`src/rtl/dmem_arb_pkg.sv`:
```
// Shared types for the data-memory port arbiter: FSM states, grant IDs and
// the per-request control bundle (address plus size/extension flags).
package dmem_arb_pkg;

    localparam int unsigned ADDR_W = 32;
    localparam int unsigned DATA_W = 32;
    localparam int unsigned CNT_W  = 4;
    localparam int unsigned REQ_W  = 35;

    typedef enum logic [1:0] {
        ST_IDLE   = 2'd0,
        ST_ACCESS = 2'd1,
        ST_DONE   = 2'd2
    } arb_state_e;

    typedef enum logic {
        GNT_P = 1'b0,
        GNT_D = 1'b1
    } gnt_id_e;

    typedef struct packed {
        logic [0:ADDR_W-1] addr;
        logic              byte_sz;
        logic              half;
        logic              sext;
    } req_ctrl_t;

    function automatic req_ctrl_t pack_ctrl(
        input logic [0:ADDR_W-1] addr,
        input logic              byte_sz,
        input logic              half,
        input logic              sext
    );
        req_ctrl_t c;
        c.addr    = addr;
        c.byte_sz = byte_sz;
        c.half    = half;
        c.sext    = sext;
        return c;
    endfunction

endpackage

```
`src/rtl/dmem_arb_select.sv`:
```
// Winner select between the CPU (P) and DMA (D) requesters, with a streak
// counter that forces D in after PROC_STREAK consecutive contended P grants.
module dmem_arb_select
    import dmem_arb_pkg::*;
#(
    parameter int unsigned PROC_STREAK = 4
) (
    input  logic    clk,
    input  logic    rst_n,
    input  logic    p_req,
    input  logic    d_req,
    input  logic    arb_en,
    output logic    gnt_valid_c,
    output gnt_id_e gnt_id_c
);

    logic [CNT_W-1:0] streak_q;
    logic [CNT_W-1:0] streak_d;

    always_comb begin
        gnt_valid_c = arb_en & (p_req | d_req);
        gnt_id_c    = GNT_P;
        if (d_req && (!p_req || (streak_q == CNT_W'(PROC_STREAK)))) begin
            gnt_id_c = GNT_D;
        end
    end

    // Streak only grows while D is actually waiting behind a P grant.
    always_comb begin
        streak_d = streak_q;
        if (!d_req) begin
            streak_d = '0;
        end else if (gnt_valid_c) begin
            if (gnt_id_c == GNT_D) begin
                streak_d = '0;
            end else if (streak_q != '1) begin
                streak_d = streak_q + CNT_W'(1);
            end
        end
    end

    always_ff @(posedge clk or negedge rst_n) begin
        if (!rst_n) begin
            streak_q <= '0;
        end else begin
            streak_q <= streak_d;
        end
    end

endmodule

```
`src/rtl/dmem_port_arbiter.sv`:
```
// Shares the single-ported data memory between the CPU MEM stage and a
// DMA/debug requester; one transfer is IDLE -> ACCESS x MEM_LAT -> DONE.
module dmem_port_arbiter
    import dmem_arb_pkg::*;
#(
    parameter int unsigned MEM_LAT     = 2,
    parameter int unsigned PROC_STREAK = 4
) (
    input  logic              clk,
    input  logic              rst_n,
    input  logic              p_req,
    input  logic [0:ADDR_W-1] p_addr,
    input  logic [0:DATA_W-1] p_wdata,
    input  logic              p_we,
    input  logic              p_byte,
    input  logic              p_half,
    input  logic              p_sext,
    output logic              p_ack,
    output logic [0:DATA_W-1] p_rdata,
    input  logic              d_req,
    input  logic [0:ADDR_W-1] d_addr,
    input  logic [0:DATA_W-1] d_wdata,
    input  logic              d_we,
    input  logic              d_byte,
    input  logic              d_half,
    input  logic              d_sext,
    output logic              d_ack,
    output logic [0:DATA_W-1] d_rdata,
    output logic [0:ADDR_W-1] mem_addr,
    output logic [0:DATA_W-1] mem_wdata,
    output logic              mem_we,
    output logic              mem_byte,
    output logic              mem_half,
    output logic              mem_sext,
    input  logic [0:DATA_W-1] mem_rdata,
    output logic              stall_proc
);

    arb_state_e        state_q;
    gnt_id_e           owner_q;
    logic [CNT_W-1:0]  lat_cnt_q;
    logic              p_ack_q;
    logic              d_ack_q;
    logic [0:DATA_W-1] p_rdata_q;
    logic [0:DATA_W-1] d_rdata_q;
    req_ctrl_t         ctrl_q;
    logic [0:DATA_W-1] wdata_q;
    logic              we_q;

    logic              gnt_valid_c;
    gnt_id_e           gnt_id_c;
    req_ctrl_t         sel_ctrl_c;
    logic [0:DATA_W-1] sel_wdata_c;
    logic              sel_we_c;
    logic [0:DATA_W-1] load_data_c;

    dmem_arb_select #(
        .PROC_STREAK (PROC_STREAK)
    ) u_select (
        .clk         (clk),
        .rst_n       (rst_n),
        .p_req       (p_req),
        .d_req       (d_req),
        .arb_en      (state_q == ST_IDLE),
        .gnt_valid_c (gnt_valid_c),
        .gnt_id_c    (gnt_id_c)
    );

    // Fields of whichever requester wins this IDLE cycle.
    always_comb begin
        sel_ctrl_c  = pack_ctrl(p_addr, p_byte, p_half, p_sext);
        sel_wdata_c = p_wdata;
        sel_we_c    = p_we;
        if (gnt_id_c == GNT_D) begin
            sel_ctrl_c  = pack_ctrl(d_addr, d_byte, d_half, d_sext);
            sel_wdata_c = d_wdata;
            sel_we_c    = d_we;
        end
    end

    // Stores return zero read data.
    always_comb begin
        load_data_c = we_q ? '0 : mem_rdata;
    end

    always_ff @(posedge clk or negedge rst_n) begin
        if (!rst_n) begin
            state_q   <= ST_IDLE;
            owner_q   <= GNT_P;
            lat_cnt_q <= '0;
            p_ack_q   <= 1'b0;
            d_ack_q   <= 1'b0;
            p_rdata_q <= '0;
            d_rdata_q <= '0;
            ctrl_q    <= '0;
            wdata_q   <= '0;
            we_q      <= 1'b0;
        end else begin
            case (state_q)
                ST_IDLE: begin
                    if (gnt_valid_c) begin
                        owner_q   <= gnt_id_c;
                        ctrl_q    <= sel_ctrl_c;
                        wdata_q   <= sel_wdata_c;
                        we_q      <= sel_we_c;
                        lat_cnt_q <= CNT_W'(MEM_LAT - 1);
                        state_q   <= ST_ACCESS;
                    end
                end
                ST_ACCESS: begin
                    if (lat_cnt_q == '0) begin
                        if (owner_q == GNT_P) begin
                            p_ack_q   <= 1'b1;
                            p_rdata_q <= load_data_c;
                        end else begin
                            d_ack_q   <= 1'b1;
                            d_rdata_q <= load_data_c;
                        end
                        ctrl_q  <= '0;
                        wdata_q <= '0;
                        we_q    <= 1'b0;
                        state_q <= ST_DONE;
                    end else begin
                        lat_cnt_q <= lat_cnt_q - CNT_W'(1);
                    end
                end
                ST_DONE: begin
                    p_ack_q   <= 1'b0;
                    d_ack_q   <= 1'b0;
                    p_rdata_q <= '0;
                    d_rdata_q <= '0;
                    state_q   <= ST_IDLE;
                end
                default: begin
                    p_ack_q   <= 1'b0;
                    d_ack_q   <= 1'b0;
                    p_rdata_q <= '0;
                    d_rdata_q <= '0;
                    ctrl_q    <= '0;
                    wdata_q   <= '0;
                    we_q      <= 1'b0;
                    state_q   <= ST_IDLE;
                end
            endcase
        end
    end

    // Field registers are zero outside ACCESS, so they drive the pins directly.
    assign mem_addr   = ctrl_q.addr;
    assign mem_byte   = ctrl_q.byte_sz;
    assign mem_half   = ctrl_q.half;
    assign mem_sext   = ctrl_q.sext;
    assign mem_wdata  = wdata_q;
    assign mem_we     = we_q;
    assign p_ack      = p_ack_q;
    assign d_ack      = d_ack_q;
    assign p_rdata    = p_rdata_q;
    assign d_rdata    = d_rdata_q;
    assign stall_proc = p_req & ~p_ack_q;

endmodule

```
`config.mk`:
```
export PLATFORM = sky130hd
export DESIGN_NAME = dmem_port_arbiter
export DESIGN_NICKNAME = d
export VERILOG_FILES = /design/src/rtl/dmem_arb_pkg.sv /design/src/rtl/dmem_arb_select.sv /design/src/rtl/dmem_port_arbiter.sv
export SDC_FILE = /design/constraint.sdc
export NUM_CORES = 1
export LEC_CHECK = 0
export ABC_AREA = 1
export BUFFER_PORTS_ARGS = -buffer_cell sky130_fd_sc_hd__buf_2
export CAP_MARGIN = 20
export CORE_ASPECT_RATIO = 0.8
export CORE_MARGIN = 3
export CORE_UTILIZATION = 32
export DETAILED_ROUTE_END_ITERATION = 10
export HOLD_SLACK_MARGIN = 0.06
export SETUP_SLACK_MARGIN = 0.3
export SYNTH_ARGS = -nofsm -noshare
export SYNTH_HDL_FRONTEND = slang
export SYNTH_SLANG_ARGS = --single-unit
```
`constraint.sdc`:
```
create_clock -name clk -period 1.4 [get_ports clk]
set_input_delay 0.28 -clock clk [delete_from_list [all_inputs] [get_ports clk]]
set_output_delay 0.28 -clock clk [all_outputs]
set_load 0.01 [all_outputs]
```
Word-level counts from Yosys, hierarchy flattened
Cells that the tools add are included.
- bits in registers: 145
- word-level logic and storage cells: 82
- add/subtract/negate cells: 2
- eq/ne operators: 11
- multiplexer cells: 36
- bitwise gates (word level): 6
- reduce and logical (&&, ||, !) cells: 13
- operators by type and width (operator ; number):
    $mux W32 ; 8
    $pmux W32 S2 ; 2
    $mux W35 ; 3
    $pmux W35 S3 ; 1
    $pmux W32 S3 ; 1
    $mux W4 ; 6
    $reduce_and A3 Y1 ; 4
    $ne A2 B2 Y1 const B ; 5
    $mux W1 ; 8
    $pmux W4 S2 ; 1
    $reduce_and A2 Y1 ; 3
    $add A4 B1 Y4 const B ; 1
    $eq A4 B3 Y1 const B ; 1
    $logic_not A4 Y1 ; 1
    $mux W2 ; 2
    $ne A4 B4 Y1 const B ; 1
    $pmux W1 S2 ; 2
    $pmux W2 S2 ; 1
    $sub A4 B1 Y4 const B ; 1
    $ne A3 B1 Y1 const B ; 1
    $not A1 Y1 ; 3
    $pmux W1 S3 ; 1
    $and A1 B1 Y1 ; 2
    $eq A2 B1 Y1 const B ; 1
    other kinds (8) ; 8

Longest topological paths before layout
Gate-level depths: netlist (run 1).
- depth in word-level cells: 7
- mapped depth: 10

Modules after synthesis
A second synthesis (run 1) with hierarchy kept.
- cell total of the unflattened synthesis: 853
- area total of the unflattened synthesis: 6746.5 um2
- by module, submodules not included (module ; instances ; cells an instance ; area each (um2)):
    dmem_port_arbiter ; 1 ; 813 ; 6424.9
    dmem_arb_select ; 1 ; 40 ; 321.6

Worst setup path before layout (run 1)
OpenSTA, ideal clock, no wires.
- path type: flip-flop to flip-flop
- start: register u_select.streak_q[0]
- end: register ctrl_q (netlist bit mem_addr[10])
- library setup time: 0.118 ns
- data arrival time: 1.354 ns
- slack: -0.071 ns
- cell stages (with the launch flop): 10
- clock period less this slack: 1.471 ns
- cell sequence: dfrtp_1 inv_1 ha_1 nand3_1 nand2_2 buf_6 buf_2 nand3_1 nand3_1 nand2_1
- cells in the longest elaborated chain, start to end: 7
- RTL lines (element ; line ; RTL):
    start: declaration ; dmem_arb_select.sv:17 ; logic [CNT_W-1:0] streak_q;
    start signal: assignment ; dmem_arb_select.sv:46 ; streak_q <= streak_d;
    $eq A4 B3 Y1 ; dmem_arb_select.sv:23 ; if (d_req && (!p_req || (streak_q == CNT_W'(PROC_STREAK)))) begin
    $logic_or A1 B1 Y1 ; dmem_arb_select.sv:23 ;
    $logic_and A1 B1 Y1 ; dmem_arb_select.sv:23 ;
    $mux W1 ; dmem_arb_select.sv:23 ;
    $mux W35 ; dmem_port_arbiter.sv:74 ; if (gnt_id_c == GNT_D) begin
    $mux W35 ; dmem_port_arbiter.sv:101 ; if (gnt_valid_c) begin
    $pmux W35 S3 ; dmem_port_arbiter.sv:99 ; case (state_q)
    end signal: assignment ; dmem_port_arbiter.sv:103 ; ctrl_q <= sel_ctrl_c;
    end: declaration ; dmem_port_arbiter.sv:46 ; req_ctrl_t ctrl_q;
No other way between the ends. The select of a mux whose other input is x is not followed.
A chain may end at the register's enable or synchronous reset.

Worst setup path after layout (run 1)
- start: register lat_cnt_q[2]
- end: register d_rdata_q (netlist bit d_rdata[14])
- cells in the longest elaborated chain, start to end: 3
- RTL lines (element ; line ; RTL):
    start: declaration ; dmem_port_arbiter.sv:41 ; logic [CNT_W-1:0] lat_cnt_q;
    start signal: assignment ; dmem_port_arbiter.sv:106 ; lat_cnt_q <= CNT_W'(MEM_LAT - 1);
    start signal: assignment ; dmem_port_arbiter.sv:124 ; lat_cnt_q <= lat_cnt_q - CNT_W'(1);
    $logic_not A4 Y1 ; dmem_port_arbiter.sv:111 ; if (lat_cnt_q == '0) begin
    $ne A2 B2 Y1 (no line) ; n/a ;
    $reduce_and A3 Y1 (no line) ; n/a ;
    end signal: assignment ; dmem_port_arbiter.sv:117 ; d_rdata_q <= load_data_c;
    end: declaration ; dmem_port_arbiter.sv:45 ; logic [0:DATA_W-1] d_rdata_q;
No other way between the ends.

==> out/metrics.cfg, run 1 <==
[timing]
worst_slack_ns = -0.1544
setup_violations = 107
tightest_slew_ns = 0.4377
finalCritPeriodShare = 1.110
maxSlewViolCount = 0
whs_ns = 0.1099
finalHoldViolations = 0
slew_headroom = 0.7082
rsz0062_at_grt = true
fin_crit_ns = 1.554
clock.fmax_ghz = 0.6433
worst_clock_skew_ns = 0.01086

[placement]
placement.io_buffers = 306
dpl.hpwl_um = 16950
place_congestion = 0.8120
dp.cells = 1518
placed_cell_area_um2 = 9408

[hold_path]
hold_class = in -> reg

[synthesis]
synth_fa_ha_area_frac = 0.005219
synth-compound-area-share = 0.05358
syn_nets = 1105
synth_simple_gate_area_frac = 0.3083
yosys-mux-area-fraction = 0
postSynthCellCount = 930
ys_seq_elements = 145
syn_area_um2 = 7192
synth_area_per_cell_um2 = 7.733
synthXorXnorAreaFrac = 0.001218
synthDistinctLibCells = 24
ys_seq_area_frac = 0.5045
synth_top_family_by_area = simple AND/OR/NAND/NOR gates
ys_warn_count = 0

[worst_setup_path]
setup.worst_path.start = lat_cnt_q[2]
crit_path_end = d_rdata[14]
crit_path_end_kind = flip-flop
reg2reg_slack_ns = -0.15
reg2reg_to = d_rdata[14]
worstSetupPathType = reg -> reg
rr_worst_depth = 6
start_kind = flip-flop
cp.arrival_ns = 1.88
crit_required_ns = 1.73
r2r-start = lat_cnt_q[2]
worstPathMaxFanout = 6

[clock_network]
htreeDepth = 4
cts_num_sinks = 145
clock_latency_ns = 0.42
cts_made_buffers = 17
path_clk_slew_ns = 0.07
cts_tree = built
cts.path.max_buffers = 2
cts-root-buf = clkbuf_16

[status]
outcome = finished, violations left
violations = negative setup slack

[floorplan]
core_um2 = 21800
start_util = 0.3299
dieArea_um2 = 24320
die_y_um = 140.1
io_pins = 307
die_x_um = 173.6
rows = 48

[drt]
drcViolationCount = 0
vias = 8890
wire_per_inst_um = 19.85
ant_nets = 0
vias_per_cell = 5.136
wl_um = 34360
first_pass_iters = 7
drtIter0Drc = 527

[finish]
antenna_cells = 0
area_delta_synth_final_pct = 93.96
stdcell_area_um2 = 13950
fin_util = 0.6399
drive_gt1_frac = 0.5884
final_cells = 1731
fill_cells = 1693
layout.nets = 1593

[job]
cap_violations = 0

[power]
peakVddDrop_mv = 0.9324
finalPower_mw = 32.29
power_density_nw_per_um2 = 2315
leakagePower_nw = 7.646

[global_route]
grt_max_degree = 70
grt_usage = 0.2380
antenna_found_initial = 4
grt_pass1_wl_um = 46170
grt_pass1_vias = 8487
overflow = 0

[where the power goes]
part | total (mW) | internal [mW] | switching [mW]
combinational | 20.2 | 10.2 | 10.1
sequential | 7.20 | 5.94 | 1.26
clock | 4.84 | 2.86 | 1.99
[worst min-delay path by stage]
| stage | slack [ns] | cells after the start | endpoint | from |
|---|---|---|---|---|
| 2_1_floorplan | -0.02 | 0 | d_ack | rst_n |
| 3_3_place_gp | 0.23 | 1 | d_rdata[0] | rst_n |
| 3_5_place_dp | 0.23 | 1 | p_rdata[0] | rst_n |
| 4_1_cts | 0.09 | 3 | d_rdata[5] | mem_rdata[5] |
| 5_1_grt | 0.09 | 3 | d_rdata[5] | mem_rdata[5] |
| 6_report | 0.11 | 3 | d_rdata[5] | mem_rdata[5] |
[Yosys cell counts]
cell type	number	area, µm²
nand2_1	256	960.9
inv_1	148	555.5
nand3_1	147	735.7
dfrtp_1	145	3628
nand4_1	71	444.2
o21ai_1	66	330.3
buf_2	28	140.1
clkbuf_1	26	97.59
nor2_1	8	30.03
buf_4	7	52.55
o21ai_0	5	25.02
buf_6	4	45.04
ha_1	3	37.54
inv_2	3	11.26
buf_1	2	7.510
nand2_2	2	12.51
nor2_4	2	22.52
clkbuf_2	1	5.000
nor2_2	1	6.260
nor3_1	1	5.000
o21a_1	1	7.510
o21ai_4	1	16.27
o22ai_1	1	6.260
xor2_1	1	8.760
[metal layers]
layer,track usage,part of all wire,vias to the layer above
li1,-,-,3978
met1,0.3004,0.39,4337
met2,0.3983,0.50,480
met3,0.06721,0.081,89
met4,0.07403,0.031,6
met5,0,0.0012,-
[cell type report]
type	count	area (µm²)	share of cell area
repair buffers	534	4662	0.3342
multi-input cells	569	4099	0.2938
flip-flops and latches	145	3633	0.2605
inverters	151	569.3	0.04081
clock buffers	19	432.9	0.03103
well taps	300	375.4	0.02691
clock inverters	13	177.7	0.01274
[worst max-delay path, cell delays in order, from the launching register on]
cell	delay, ns
dfrtp_1	0.42
nor2_4	0.20
nand2_8	0.09
o21a_4	0.29
buf_6	0.15
buf_16	0.14
o21ai_2	0.16
[stage by stage]
stage | setup TNS (ns) | setup WS, ns
after floorplan | 0 | 0.001064
after global placement | -1.957 | -0.09291
after detailed placement | -4.222 | -0.1518
after CTS | -3.458 | -0.05770
after global routing | -16.65 | -0.2221
final | -8.343 | -0.1544
[layout by cell type (no fill, tap or decap), types with 20 or more instances in the layout]
cell | Yosys | routed
buf_12 | 0 | 25
buf_16 | 0 | 21
buf_2 | 28 | 251
buf_4 | 7 | 145
buf_6 | 4 | 76
clkbuf_16 | 0 | 30
dfrtp_1 | 145 | 141
inv_1 | 148 | 143
nand2_1 | 256 | 115
nand2_2 | 2 | 64
nand2_4 | 0 | 75
nand3_1 | 147 | 90
nand3_2 | 0 | 54
nand4_1 | 71 | 71
o21ai_1 | 66 | 20
o21ai_2 | 0 | 46
[cell families (layout without fill, tap and decap cells)]
kind of cell | after synthesis | count (layout)
xor+xnor | 1 | 1
fa+ha+maj | 3 | 3
flops | 145 | 145
compound gates | 74 | 75
buf+inv | 219 | 717
simple gates | 488 | 490
[what timing repair did]
item,4_1_cts,5_1_grt
hold buffers,1,0
pin swaps,79,75
setup endpoints to repair,278,279
endpoints found under the hold margin,30,0
gates resized for setup,264,206
cloned,25,15
buffers inserted,85,55
[state kept, by name (all words and copies together), names as in the netlist]
name and cells:
owner_q 1, mem_wdata 32, mem_addr 32, p_rdata 32, lat_cnt_q 4, mem_byte 1
mem_we 1, state_q 2, d_rdata 32, mem_sext 1, d_ack 1, mem_half 1
u_select.streak_q 4, p_ack 1
Note: power is estimated with default switching activity, not from simulation.
==> run 2: changes to the inputs <==
Settings changed: CORE_UTILIZATION 32 to 44, PLACE_DENSITY set to 0.78.
==> out/metrics.cfg, run 2 (same netlist as run 1, synthesis figures left out) <==
[timing]
slew_headroom = 0.7835
whs_ns = 0.1082
finalCritPeriodShare = 1.133
tightest_slew_ns = 0.3247
worst_clock_skew_ns = 0.009075
finalHoldViolations = 0
setup_violations = 125
worst_slack_ns = -0.1861
maxSlewViolCount = 0
fin_setup_tns_ns = -9.449
fin_crit_ns = 1.586
rsz0062_at_grt = true
clock.fmax_ghz = 0.6305

[clock_network]
clock_latency_ns = 0.43
cts_num_sinks = 145
htreeDepth = 4
path_clk_slew_ns = 0.07
cts_made_buffers = 17
cts.path.max_buffers = 2
cts_tree = built
cts-root-buf = clkbuf_16

[worst_setup_path]
r2r-start = state_q[0]
reg2reg_slack_ns = -0.19
reg2reg_to = p_rdata[19]
worstSetupPathType = reg -> reg
crit_required_ns = 1.74
cp.arrival_ns = 1.93
worstPathMaxFanout = 8
setup.worst_path.start = state_q[0]
rr_worst_depth = 7
crit_path_end_kind = flip-flop
start_kind = flip-flop
crit_path_end = p_rdata[19]

[global_route]
overflow = 0
grt_max_degree = 69
grt_pass1_wl_um = 39630
grt_pass1_vias = 7789
antenna_found_initial = 3
grt_usage = 0.2770

[status]
outcome = finished, violations left
violations = negative setup slack

[finish]
multiInputGateArea_um2 = 3568
layout.nets = 1525
fill_cells = 1007
final_cells = 1578
area_delta_synth_final_pct = 71.12
drive_gt1_frac = 0.5095
final_common_cell = buf_2
register_area_um2 = 3633
final_cell_mix = buf_2 (264), nand2_1 (169), inv_1 (144), dfrtp_1 (141), nand3_1 (117)

[drt]
vias_per_cell = 5.470
ant_nets = 0
vias = 8631
drcViolationCount = 0
wl_um = 30860
first_pass_iters = 5
wire_per_inst_um = 19.55
drtIter0Drc = 678

[floorplan]
die_y_um = 120.4
dieArea_um2 = 17920
start_util = 0.4522
core_um2 = 15900
die_x_um = 148.9
rows = 41
io_pins = 307

[power]
p_switching_mw = 12.29
pwr-share-clk = 0.159
power_density_nw_per_um2 = 2318
finalPower_mw = 28.53
seqPwrFrac = 0.254
peakVddDrop_mv = 1.355
leakagePower_nw = 6.948
swShare = 0.4306
pwr-share-comb = 0.587
intPower_mw = 16.24

[placement]
dp.cells = 1422
place_congestion = 0.8300
dpl.hpwl_um = 15330
placement.io_buffers = 306

[job]
cap_violations = 0

[hold_path]
hold_class = in -> reg

==> run 2: critical path, cell delays in order (launching register included) <==
cell and delay (ns):
dfrtp_2 0.44, inv_4 0.07, nor2_4 0.13, inv_2 0.06, nor2_4 0.28, buf_6 0.24
nand2_2 0.09, o21ai_1 0.18
==> run 2: layout make-up <==
type / count / area share
tap: 215 / 0.02186
sequential: 145 / 0.2952
inverter: 151 / 0.04626
clock buffer: 17 / 0.03457
clock inverter: 14 / 0.01190
antenna: 1 / 0.0002033
multi-input combinational: 566 / 0.2900
timing repair buffer: 469 / 0.3000
==> run 2: timing repair <==
item	CTS	global route
hold endpoints to repair	52	0
setup endpoints to repair	279	280
hold buffers	1	0
resized for setup	143	158
buffers inserted	35	64
pin swaps	30	54
gates cloned	11	13
==> run 2: per-layer routing <==
layer / global-route usage / vias up / wire, µm
met1: 0.3512 / 4118 / 11420
li1: - / 3841 / -
met5: 0 / - / 7
met4: 0.1006 / 2 / 1029
met3: 0.08018 / 106 / 3266
met2: 0.4532 / 564 / 15140
==> run 2: worst min path at each step <==
stage	to	depth (start not counted)	startpoint
CTS	p_rdata[5]	3	mem_rdata[5]
floorplan	d_ack	0	rst_n
global route	p_rdata[31]	3	mem_rdata[31]
global placement	p_rdata[18]	1	rst_n
finish	d_rdata[5]	3	mem_rdata[5]
detailed placement	d_rdata[22]	1	rst_n
==> run 2: stage by stage <==
step,area (µm²),utilization,setup WS [ns]
after floorplan,7315,-,0.001064
after global placement,9181,0.5773,0.008725
after detailed placement,9181,0.5773,-0.05109
after CTS,10870,0.6834,-0.02899
after global routing,12310,0.7739,-0.2105
final,12310,0.7739,-0.1861
==> run 2: power groups by stage <==
stage | logic (mW) | registers [mW] | clock network, mW
2_1_floorplan | 5.19 | 7.60 | 0
3_3_place_gp | 9.24 | 6.94 | 0
3_5_place_dp | 9.48 | 6.94 | 0
4_1_cts | 12.4 | 6.99 | 4.54
5_1_grt | 17.7 | 7.35 | 4.78
6_report | 16.7 | 7.24 | 4.54
==> run 3: changes to the inputs <==
Settings changed: CORE_UTILIZATION 44 to 45, CTS_BUF_LIST set to sky130_fd_sc_hd__clkbuf_8, PLACE_DENSITY 0.78 to 0.76.
Clock period 1.4 ns to 1.73 ns, I/O delays scaled along.
==> out/metrics.cfg, run 3 (same netlist as run 1, synthesis figures left out) <==
[timing]
maxSlewViolCount = 0
fin_setup_tns_ns = 0
finalCritPeriodShare = 0.8713
clock.fmax_ghz = 0.6634
worst_clock_skew_ns = 0.01565
tightest_slew_ns = 0.4227
slew_headroom = 0.7182
finalHoldViolations = 0
worst_slack_ns = 0.2227
setup_violations = 0
rsz0062_at_grt = true
fin_crit_ns = 1.507

[finish]
final_cell_mix = buf_2 (305), nand2_1 (228), nand3_1 (145), inv_1 (144), dfrtp_1 (143)
layout.nets = 1405
antenna_cells = 0
final_common_cell = buf_2
stdcell_area_um2 = 10190
drive_gt1_frac = 0.3749
area_delta_synth_final_pct = 41.72

[worst_setup_path]
start_kind = flip-flop
reg2reg_slack_ns = 0.22
worstPathMaxFanout = 24
crit_required_ns = 2.06
r2r-start = u_select.streak_q[0]
crit_path_end_kind = flip-flop
rr_worst_depth = 10
cp.arrival_ns = 1.83
worstSetupPathType = reg -> reg
reg2reg_to = mem_addr[1]

[drt]
ant_nets = 0
wire_per_inst_um = 16.18
vias_per_cell = 5.155
drtIter0Drc = 491
drcViolationCount = 0
wl_um = 23510
vias = 7490
first_pass_iters = 8

[global_route]
grt_max_degree = 69
grt_pass1_vias = 7081
grt_pass1_wl_um = 36000
grt_usage = 0.2534
antenna_found_initial = 1
overflow = 0

[power]
finalPower_mw = 17.41
peakVddDrop_mv = 0.8467
power_density_nw_per_um2 = 1709
leakagePower_nw = 5.964

[clock_network]
cts.path.max_buffers = 2
path_clk_slew_ns = 0.10
cts_num_sinks = 145
htreeDepth = 4
cts-root-buf = clkbuf_8
clock_latency_ns = 0.45
cts_made_buffers = 17
cts_tree = built

[status]
outcome = finished, final reports clean

[placement]
placement.io_buffers = 306
place_congestion = 0.8216
pre_cts_ws_ns = 0.1519
placed_cell_area_um2 = 9011
dpl.hpwl_um = 15210

[floorplan]
core_um2 = 15310
io_pins = 307
start_util = 0.4696
die_x_um = 147.3
die_y_um = 119.1
rows = 40
dieArea_um2 = 17540

[hold_path]
hold_path_end = d_rdata[18]
hold_start = mem_rdata[18]
hold_class = in -> reg
hold_depth = 3

[job]
cap_violations = 0

## run 3: changes by cell type in the layout (fill, tap and decap cells not counted), sizes merged
cell / delta
bufbuf: -1
clkinvlp: -1
buf: -112
clkinv: +1
inv: -1
clkbuf: -6
bufinv: +1
diode: -1
## run 3: through the flow
step | hold slack, ns | cells | util
floorplan | 0.05041 | 930 | -
global placement | 0.2933 | 1401 | 0.5884
detailed placement | 0.2962 | 1401 | 0.5884
CTS | 0.1360 | 1442 | 0.6345
global route | 0.1053 | 1453 | 0.6655
finish | 0.1484 | 1453 | 0.6655
## run 3: cell type report
type	count	area, µm²
clock inverter	14	168.9
sequential	145	3631
clock buffer	18	247.7
inverter	151	569.3
timing repair buffer	349	2250
tap	210	262.8
multi-input combinational	566	3063
fill	1295	5122
## run 3: critical path, stage by stage (launching register included)
cell,delay [ns]
dfrtp_1,0.37
inv_2,0.06
ha_4,0.16
nand3_4,0.10
nand2_8,0.07
buf_12,0.14
nand2_8,0.12
buf_12,0.18
nand2_1,0.07
nand3_1,0.07
nand2_1,0.05
## run 3: timing repair
action | CTS | global route
pin swaps | 4 | 30
hold buffers | 1 | 0
buffers inserted | 4 | 7
cloned | 4 | 4
gates resized for setup | 30 | 90
hold endpoints to repair | 39 | 0
endpoints found under the setup margin | 135 | 141
## run 3: how the worst max path moves through the flow
stage / start / endpoint / cells after the start
floorplan: u_select.streak_q[0] / mem_addr[10] / 10
global placement: u_select.streak_q[1] / mem_addr[26] / 8
detailed placement: u_select.streak_q[1] / mem_addr[20] / 8
CTS: u_select.streak_q[0] / mem_addr[1] / 10
global route: state_q[0] / d_rdata[20] / 7
finish: u_select.streak_q[0] / mem_addr[1] / 10
## run 3: where the power goes
group / internal, mW / switching [mW] / total [mW]
registers: 4.79 / 0.800 / 5.59
logic: 3.60 / 5.41 / 9.01
clock network: 1.37 / 1.45 / 2.82
total: 9.76 / 7.65 / 17.4
## run 3: layer usage
metal  wire length [µm]  global-route usage  vias up
li1                   -                   -     3585
met1               9440              0.3414     3510
met2              11610              0.4056      348
met3               1965             0.07037       45
met4                479             0.06868        2
met5                 13                   0        -
